--- src/rtl/multi_db_sched_if.sv ---
// Switch-side bundle for multi_db_sched: raw switch pins in, debounced
// levels and edge pulses out.
interface multi_db_sched_if #(
  parameter int NSW = 4
);
  logic [NSW-1:0] sw;
  logic [NSW-1:0] db;
  logic [NSW-1:0] db_rise;
  logic [NSW-1:0] db_fall;

  // Board/user side: drives the pins, consumes the debounced outputs.
  modport master (output sw, input db, db_rise, db_fall);
  // Debouncer side.
  modport slave  (input sw, output db, db_rise, db_fall);
endinterface

--- src/rtl/multi_db_sched.sv ---
// Time-multiplexed debouncer: one tick counter and one next-state unit
// shared by NSW channels, visited round-robin one channel per clock.
// Ticks that land while a channel is not being visited are parked in a
// per-channel pending flag and consumed on that channel's next visit.
module multi_db_sched #(
  parameter int NSW = 4,
  parameter int N   = 20
) (
  input  logic           clk,
  input  logic           reset,
  multi_db_sched_if.slave bus
);

  localparam int IW = (NSW > 1) ? $clog2(NSW) : 1;

  typedef enum logic [2:0] {
    ZERO, W1_1, W1_2, W1_3, ONE, W0_1, W0_2, W0_3
  } state_t;

  state_t         st_q [NSW];
  state_t         st_d [NSW];
  logic [NSW-1:0] sync1_q, sync1_d;
  logic [NSW-1:0] sync2_q, sync2_d;
  logic [N-1:0]   q_q, q_d;
  logic [IW-1:0]  idx_q, idx_d;
  logic [NSW-1:0] pend_q, pend_d;
  logic [NSW-1:0] db_q, db_d;
  logic [NSW-1:0] rise_q, rise_d;
  logic [NSW-1:0] fall_q, fall_d;

  logic   m_tick;
  logic   t;
  logic   s_i;
  state_t cur;
  state_t nxt;

  function automatic logic level_of(input state_t s);
    return (s == W1_1) || (s == W1_2) || (s == W1_3) || (s == ONE);
  endfunction

  // Shared datapath: synchronizer, tick counter, scan index, pending
  // ticks and the next state of the one channel visited this clock.
  always_comb begin
    sync1_d = bus.sw;
    sync2_d = sync1_q;
    q_d     = q_q + N'(1);
    m_tick  = (q_q == '0);
    idx_d   = (idx_q == IW'(NSW - 1)) ? '0 : idx_q + IW'(1);

    t   = pend_q[idx_q] | m_tick;
    s_i = sync2_q[idx_q];

    // A tick landing on the serviced channel is consumed directly.
    pend_d        = pend_q | {NSW{m_tick}};
    pend_d[idx_q] = 1'b0;

    st_d = st_q;
    cur  = st_q[idx_q];
    nxt  = cur;
    case (cur)
      ZERO:    if (s_i)  nxt = W1_1;
      W1_1:    if (t)    nxt = W1_2;
      W1_2:    if (t)    nxt = W1_3;
      W1_3:    if (t)    nxt = s_i ? ONE : ZERO;
      ONE:     if (!s_i) nxt = W0_1;
      W0_1:    if (t)    nxt = W0_2;
      W0_2:    if (t)    nxt = W0_3;
      W0_3:    if (t)    nxt = s_i ? ONE : ZERO;
      default:           nxt = ZERO;
    endcase
    st_d[idx_q] = nxt;

    db_d = '0;
    for (int unsigned i = 0; i < NSW; i++) begin
      db_d[i] = level_of(st_d[i]);
    end
    rise_d = db_d & ~db_q;
    fall_d = db_q & ~db_d;
  end

  // State registers; reset drops db without generating fall pulses.
  always_ff @(posedge clk) begin
    if (reset) begin
      sync1_q <= '0;
      sync2_q <= '0;
      q_q     <= '0;
      idx_q   <= '0;
      pend_q  <= '0;
      st_q    <= '{default: ZERO};
      db_q    <= '0;
      rise_q  <= '0;
      fall_q  <= '0;
    end else begin
      sync1_q <= sync1_d;
      sync2_q <= sync2_d;
      q_q     <= q_d;
      idx_q   <= idx_d;
      pend_q  <= pend_d;
      st_q    <= st_d;
      db_q    <= db_d;
      rise_q  <= rise_d;
      fall_q  <= fall_d;
    end
  end

  assign bus.db      = db_q;
  assign bus.db_rise = rise_q;
  assign bus.db_fall = fall_q;

endmodule

--- src/flat_wrapper.sv ---
// flat-port wrapper written by rule: the top's interface ports become plain ports
module multi_db_sched_flat 
#(
  parameter int NSW = 4,
  parameter int N   = 20
)
  (clk, reset, bus_sw, bus_db, bus_db_rise, bus_db_fall);
  multi_db_sched_if #(.NSW(NSW)) bus_i ();
  input  logic clk;
  input  logic reset;
  input wire logic [$bits(bus_i.sw)-1:0] bus_sw;
  output wire logic [$bits(bus_i.db)-1:0] bus_db;
  output wire logic [$bits(bus_i.db_rise)-1:0] bus_db_rise;
  output wire logic [$bits(bus_i.db_fall)-1:0] bus_db_fall;
  assign bus_i.sw = bus_sw;
  assign bus_db = bus_i.db;
  assign bus_db_rise = bus_i.db_rise;
  assign bus_db_fall = bus_i.db_fall;
  multi_db_sched #(.NSW(NSW), .N(N)) u_core (.clk(clk), .reset(reset), .bus(bus_i));
endmodule
--- config.mk ---
export PLATFORM = sky130hd
export DESIGN_NAME = multi_db_sched_flat
export DESIGN_NICKNAME = d
export VERILOG_FILES = /design/src/rtl/multi_db_sched_if.sv /design/src/rtl/multi_db_sched.sv /design/src/flat_wrapper.sv
export SDC_FILE = /design/constraint.sdc
export NUM_CORES = 1
export LEC_CHECK = 0
export CORE_MARGIN = 2
export CORE_UTILIZATION = 39
export DETAILED_ROUTE_END_ITERATION = 16
export PLACE_DENSITY_LB_ADDON = 0.25
export SYNTH_ARGS = -nofsm -noshare
export SYNTH_HDL_FRONTEND = slang
export SYNTH_SLANG_ARGS = --single-unit
--- constraint.sdc ---
create_clock -name clk -period 2.4 [get_ports clk]
set_input_delay 0.24 -clock clk [delete_from_list [all_inputs] [get_ports clk]]
set_output_delay 0.24 -clock clk [all_outputs]
set_load 0.01 [all_outputs]
Word level (Yosys, flattened, before mapping) --
Cells that the tools add are included.
Word-level totals: flip-flop bits (word level) 58
Cells by class: magnitude comparators 4, equality and inequality tests 24, bitwise operators 9, reduce and logical (&&, ||, !) cells 18, $add $sub $neg 2, multiplexer cells 21
Operator list (number):
- $mux W3 | 11
- $eq A3 B2 Y1 const B | 10
- $eq A3 B3 Y1 const B | 8
- $pmux W3 S7 | 1
- $add A20 B1 Y20 const B | 1
- $logic_not A20 Y1 | 1
- $eq A3 B1 Y1 const B | 5
- $and A4 B4 Y4 | 3
- $bwmux W12 | 1
- $logic_or A1 B1 Y1 | 12
- $not A4 Y4 | 3
- $bmux W3 S2 | 1
- $demux W3 S2 | 1
- $bmux W1 S2 | 2
- $or A4 B4 Y4 | 1
- $reduce_or A2 Y1 | 2
- $ge A3 B3 Y1 const B | 1
- $logic_not A3 Y1 | 1
- $lt A2 B3 Y1 const B | 1
- $lt A3 B1 Y1 const B | 1
- $mux W1 | 3
- $not A2 Y3 | 1
- $add A2 B1 Y2 const B | 1
- $demux W1 S2 | 1
- 4 further kinds | 5

Longest topological paths before layout --
Gate-level depths: netlist of run 1.
depth after elaboration 14, gate-level depth with buffers 7

Worst setup path before layout of run 1 --
No wires, ideal clock.
path type register to register, start reg u_core.idx_q[0], end reg u_core.fall_q[1], in the netlist u_core.bus.db_fall[1], buffers on the path 2, cell stages (with the launch flop) 8, data required time 2.284 ns, period minus slack after synthesis 2.173 ns, data arrival time 2.056 ns, setup slack 0.227 ns, setup time 0.116 ns, path through dfxtp_1 > buf_6 > mux4_2 > buf_6 > nand3b_4 > o41ai_2 > or4_1 > and4_1
On the way: cells in the longest elaborated chain, start to end 14
Ends and longest elaborated chain:
- start, declared | RTL line multi_db_sched.sv:25 | logic [IW-1:0] idx_q, idx_d;
- start signal, assigned | RTL line multi_db_sched.sv:97 | idx_q <= idx_d;
- $not A2 Y3 (not written as such) | RTL line multi_db_sched.sv:58, multi_db_sched.sv:71
- $bmux W3 S2 | RTL line multi_db_sched.sv:58 | cur = st_q[idx_q];
- $mux W3 (not written as such) (2 in a row) | RTL line multi_db_sched.sv:58
- $eq A3 B2 Y1 / $eq A3 B3 Y1 (equally long branches) | RTL line multi_db_sched.sv:60 | case (cur)
- $reduce_or A2 Y1 (no source line)
- $pmux W3 S7 | RTL line multi_db_sched.sv:60
- $bwmux W12 * | RTL line multi_db_sched.sv:71 | st_d[idx_q] = nxt;
- $eq A3 B1 Y1 / $eq A3 B2 Y1 (equally long branches) | RTL line multi_db_sched.sv:38 | return (s == W1_1) || (s == W1_2) || (s == W1_3) || (s == ONE);
- $logic_or A1 B1 Y1 (2 in a row) | RTL line multi_db_sched.sv:38
- $logic_or A1 B1 Y1 * | RTL line multi_db_sched.sv:38
- $not A4 Y4 * | RTL line multi_db_sched.sv:78 | fall_d = db_q & ~db_d;
- $and A4 B4 Y4 * | RTL line multi_db_sched.sv:78
- end signal, assigned | RTL line multi_db_sched.sv:102 | fall_q <= fall_d;
- end, declared | RTL line multi_db_sched.sv:29 | logic [NSW-1:0] fall_q, fall_d;
Every way passes the cells marked *; elsewhere a longest branch is shown, timed or not. The select of a mux whose other input is x is not followed. A chain may end at the register's enable or synchronous reset.

Worst setup path after layout of run 1 --
start reg u_core.idx_q[0], end reg u_core.fall_q[3], in the netlist u_core.bus.db_fall[3]
The elaborated chain is that of the path after synthesis.

==> impl_metrics.csv, run 1 <==
group,metric,value,unit
logic_synthesis,synthTopCellsByCount,"dfxtp_1, nor2_1, nand2_1, o21ai_0",
floorplan,rows,29,
worst_setup_path,critPathRequiredTime,2.61,ns
logic_synthesis,async_flop_share,0,%
cells_and_area,seqCellArea,1160,um^2
worst_setup_path,r2r_slack,0.13,ns
drt,drt-pass1-iter-count,10,
drt,drt-total-wl,5540,um
logic_synthesis,synth_top_cell_by_area,"dfxtp_1",
logic_synthesis,synthAdderAreaFrac,2.87,%
drt,vias,2120,
logic_synthesis,ys_warn_count,0,
clock_tree,cts.clk_slew.worst_paths,0.06,ns
clock_tree,h-tree-depth,3,
cells_and_area,area_growth,17.1,%
flow_run,maxCapViolations,0,
grt,grt_antenna_before_repair,0,
logic_synthesis,syn_inst,277,
logic_synthesis,synth_top_family_by_area,"simple AND/OR/NAND/NOR gates",
grt,grt_max_degree,50,
cells_and_area,drive_gt1_share,11.5,%
sta,drv_slew,0,
placement,io_buffers,17,
min_path,hold_class,"input pin to register",
sta,final-hold-violation-count,0,
clock_tree,ctsRootBufferMaster,"clkbuf_8",
logic_synthesis,synth_compound_area_share,15.0,%
floorplan,die_area,7380,um^2
sta,slew_headroom,58.7,%
sta,rsz0062_at_grt,"no",
logic_synthesis,synth_top_flop_cell,"dfxtp_1",
cells_and_area,n_fill_cell,622,
floorplan,initial_utilization,40.7,%
worst_setup_path,cp-start-kind,"register",
cells_and_area,antennaDiodeCount,0,
power,power.density,821,nW/um^2
logic_synthesis,netlist_top_cells_area,"dfxtp_1, nor2_1, a311oi_1, xor2_1, mux4_1",
run_status,outcome,"complete, but fails checks",
drt,remaining_drc_errors,3,
drt,drt_iter0_drc,159,
worst_setup_path,path_max_fanout,6,
run_status,violations,"DRC",
cells_and_area,fin_nets,311,
worst_setup_path,slowest_delay,0.61,ns
sta,fmax,441,MHz
worst_setup_path,path_cells,"mux4_2 -> inv_1 -> o41ai_2 -> or4_1 -> and4_1",
worst_setup_path,critPathArrivalTime,2.48,ns
clock_tree,clock_sinks,58,
logic_synthesis,synth_xor_area_share,5.36,%
placement,gp_congestion,0.843,
clock_tree,holdBufCountCts,0,
sta,tns,0,ns
grt,grt_util_all_layers,16.4,%
sta,final.period_utilization,94.5,%
sta,setup_viol,0,
drt,routed_via_density,5.56,
floorplan,dieWidth,85.9,um
clock_tree,cts_tree,"yes",
placement,place_hpwl,3910,um
sta,fin_crit,2.27,ns
logic_synthesis,syn_avg_cell_area,9.44,um^2
grt,grt_pass1_vias,2064,
clock_tree,cts_max_path_buffers,2,
floorplan,die_y,85.9,um
worst_setup_path,crit_type,"register to register",
worst_setup_path,cp_slowest_cell,"mux4_2",
logic_synthesis,synthesis.nets,289,
drt,wl_per_cell,14.5,um
sta,skew,0.0100,ns
logic_synthesis,synth_seq_cells,58,
grt,grt_first_pass_wirelength,9590,um
logic_synthesis,netlist_area,2620,um^2
placement,placed_cell_area,2860,um^2
grt,overflow,0,
clock_tree,numCtsBuffers,9,
sta,tightest_slew,0.612,ns
logic_synthesis,synth-edff-count,0,
cells_and_area,design_area,3060,um^2
worst_setup_path,endpoint_kind,"register",
drt,antenna_left,0,
logic_synthesis,muxShareOfSynthArea,5.55,%
power,peakVddDrop,0.312,mV
clock_tree,insertion_delay,0.32,ns
power,p_leak,1.15,nW
cells_and_area,multiInputGateArea,1350,um^2
logic_synthesis,yosys.cell_types.count,42,
logic_synthesis,synth-simple-area-share,22.6,%
logic_synthesis,seq_area_frac_synth,44.4,%
logic_synthesis,synth.most_common_cell,"dfxtp_1",
floorplan,fp.coreArea,6420,um^2
logic_synthesis,netlist.area_leader.share,44.4,%
floorplan,top_level_ports,18,
## worst max-delay path: cells and delay by family (launching register included)
kind | cells | cell delay, ns
AND/OR/NAND/NOR | 2 | 0.82
multiplexers | 1 | 0.61
flip-flops | 1 | 0.47
AO/OA/AOI/OAI | 1 | 0.11
buffers and inverters | 1 | 0.14
## report_power, final
group,switching (mW),internal (mW),total [mW],leakage [nW]
logic,0.277,0.236,0.513,0.576
clock network,0.370,0.504,0.875,0.103
registers,0.0758,1.05,1.13,0.474
total,0.723,1.79,2.51,1.15
## layout make-up
class	instances	share of cell area (%)
repair buffers	24	7.11
multi-input cells	194	44.0
flip-flops and latches	58	37.9
well taps	77	3.15
inverters	12	1.47
clock inverters	5	1.76
clock buffers	11	4.62
## state kept, by name, indices dropped and copies added, names as in the netlist
signal,count
u_core.idx_q,2
u_core.sync2_q,4
u_core.sync1_q,4
u_core.bus.db_fall,4
u_core.q_q,20
u_core.bus.db,4
u_core.bus.db_rise,4
u_core.pend_q,4
u_core.st_q,12
## cells in the final DEF, fill, tap and decap left out, drive strengths merged, types with 2 or more instances in the layout
cell	synthesis	routed
o41ai	5	5
nand2	15	15
nand4	5	5
nand3	11	11
o21a	5	5
a21oi	9	9
xnor2	6	6
a211oi	4	4
nor2	29	29
and3	4	4
or4	5	5
buf	6	8
inv	12	12
nor2b	9	9
clkdlybuf4s50	0	16
nand2b	2	2
and4	5	5
nor4	6	6
clkinv	0	4
or3	3	3
clkbuf	7	11
ha	6	6
dfxtp	58	58
mux4	5	5
o21ai	18	18
a311oi	12	12
xor2	10	10
nor3	11	11
## final timing paths
path	cells after the start	startpoint	endpoint
worst max-delay path	5	u_core.idx_q[0]$_SDFF_PP0_	u_core.bus.db_fall[3]$_SDFF_PP0_
worst min-delay path	4	reset	u_core.st_q[11]$_SDFF_PP0_
worst max register to register	5	u_core.idx_q[0]$_SDFF_PP0_	u_core.bus.db_fall[3]$_SDFF_PP0_
worst min register to register	1	u_core.sync1_q[2]$_SDFF_PP0_	u_core.sync2_q[2]$_SDFF_PP0_
## stage by stage
stage          hold WS (ns)  utilization (%)  power [mW]  cells  setup WS [ns]
6_report              0.413             47.7        2.51    381          0.132
2_1_floorplan         0.368                -        1.48    277          0.227
3_5_place_dp          0.425             44.6        1.65    365          0.142
5_1_grt               0.453             47.7        2.65    381         0.0116
4_1_cts               0.409             47.6        2.53    381          0.121
3_3_place_gp          0.416             44.6        1.65    365          0.167
## repair_timing
action                     in CTS  in global routing
gates resized for setup         0                  1
buffers inserted                0                  0
setup endpoints to repair       0                  2
## kinds of logic after synthesis
family	Yosys count
and+or+nand+nor	110
DFF	58
AOI/OAI and AO/OA	55
buffers and inverters	25
xor gates and xnor gates	16
muxes	7
adders and majority gates	6
## metal layers
| layer | GRT usage, % | vias up | wire, um |
|---|---|---|---|
| li1 | - | 1058 | - |
| met1 | 22.8 | 1006 | 2810 |
| met2 | 24.0 | 48 | 2420 |
| met3 | 3.85 | 8 | 242 |
| met4 | 7.79 | 0 | 67 |
| met5 | 0 | - | 0 |
No activity file was read; power rests on OpenSTA's default activity.
==> run 2: changes to the inputs <==
Settings changed: CAP_MARGIN set to 25.
==> results of run 2 <==
No change in the layout: final DEF, timing and power equal those of run 1.
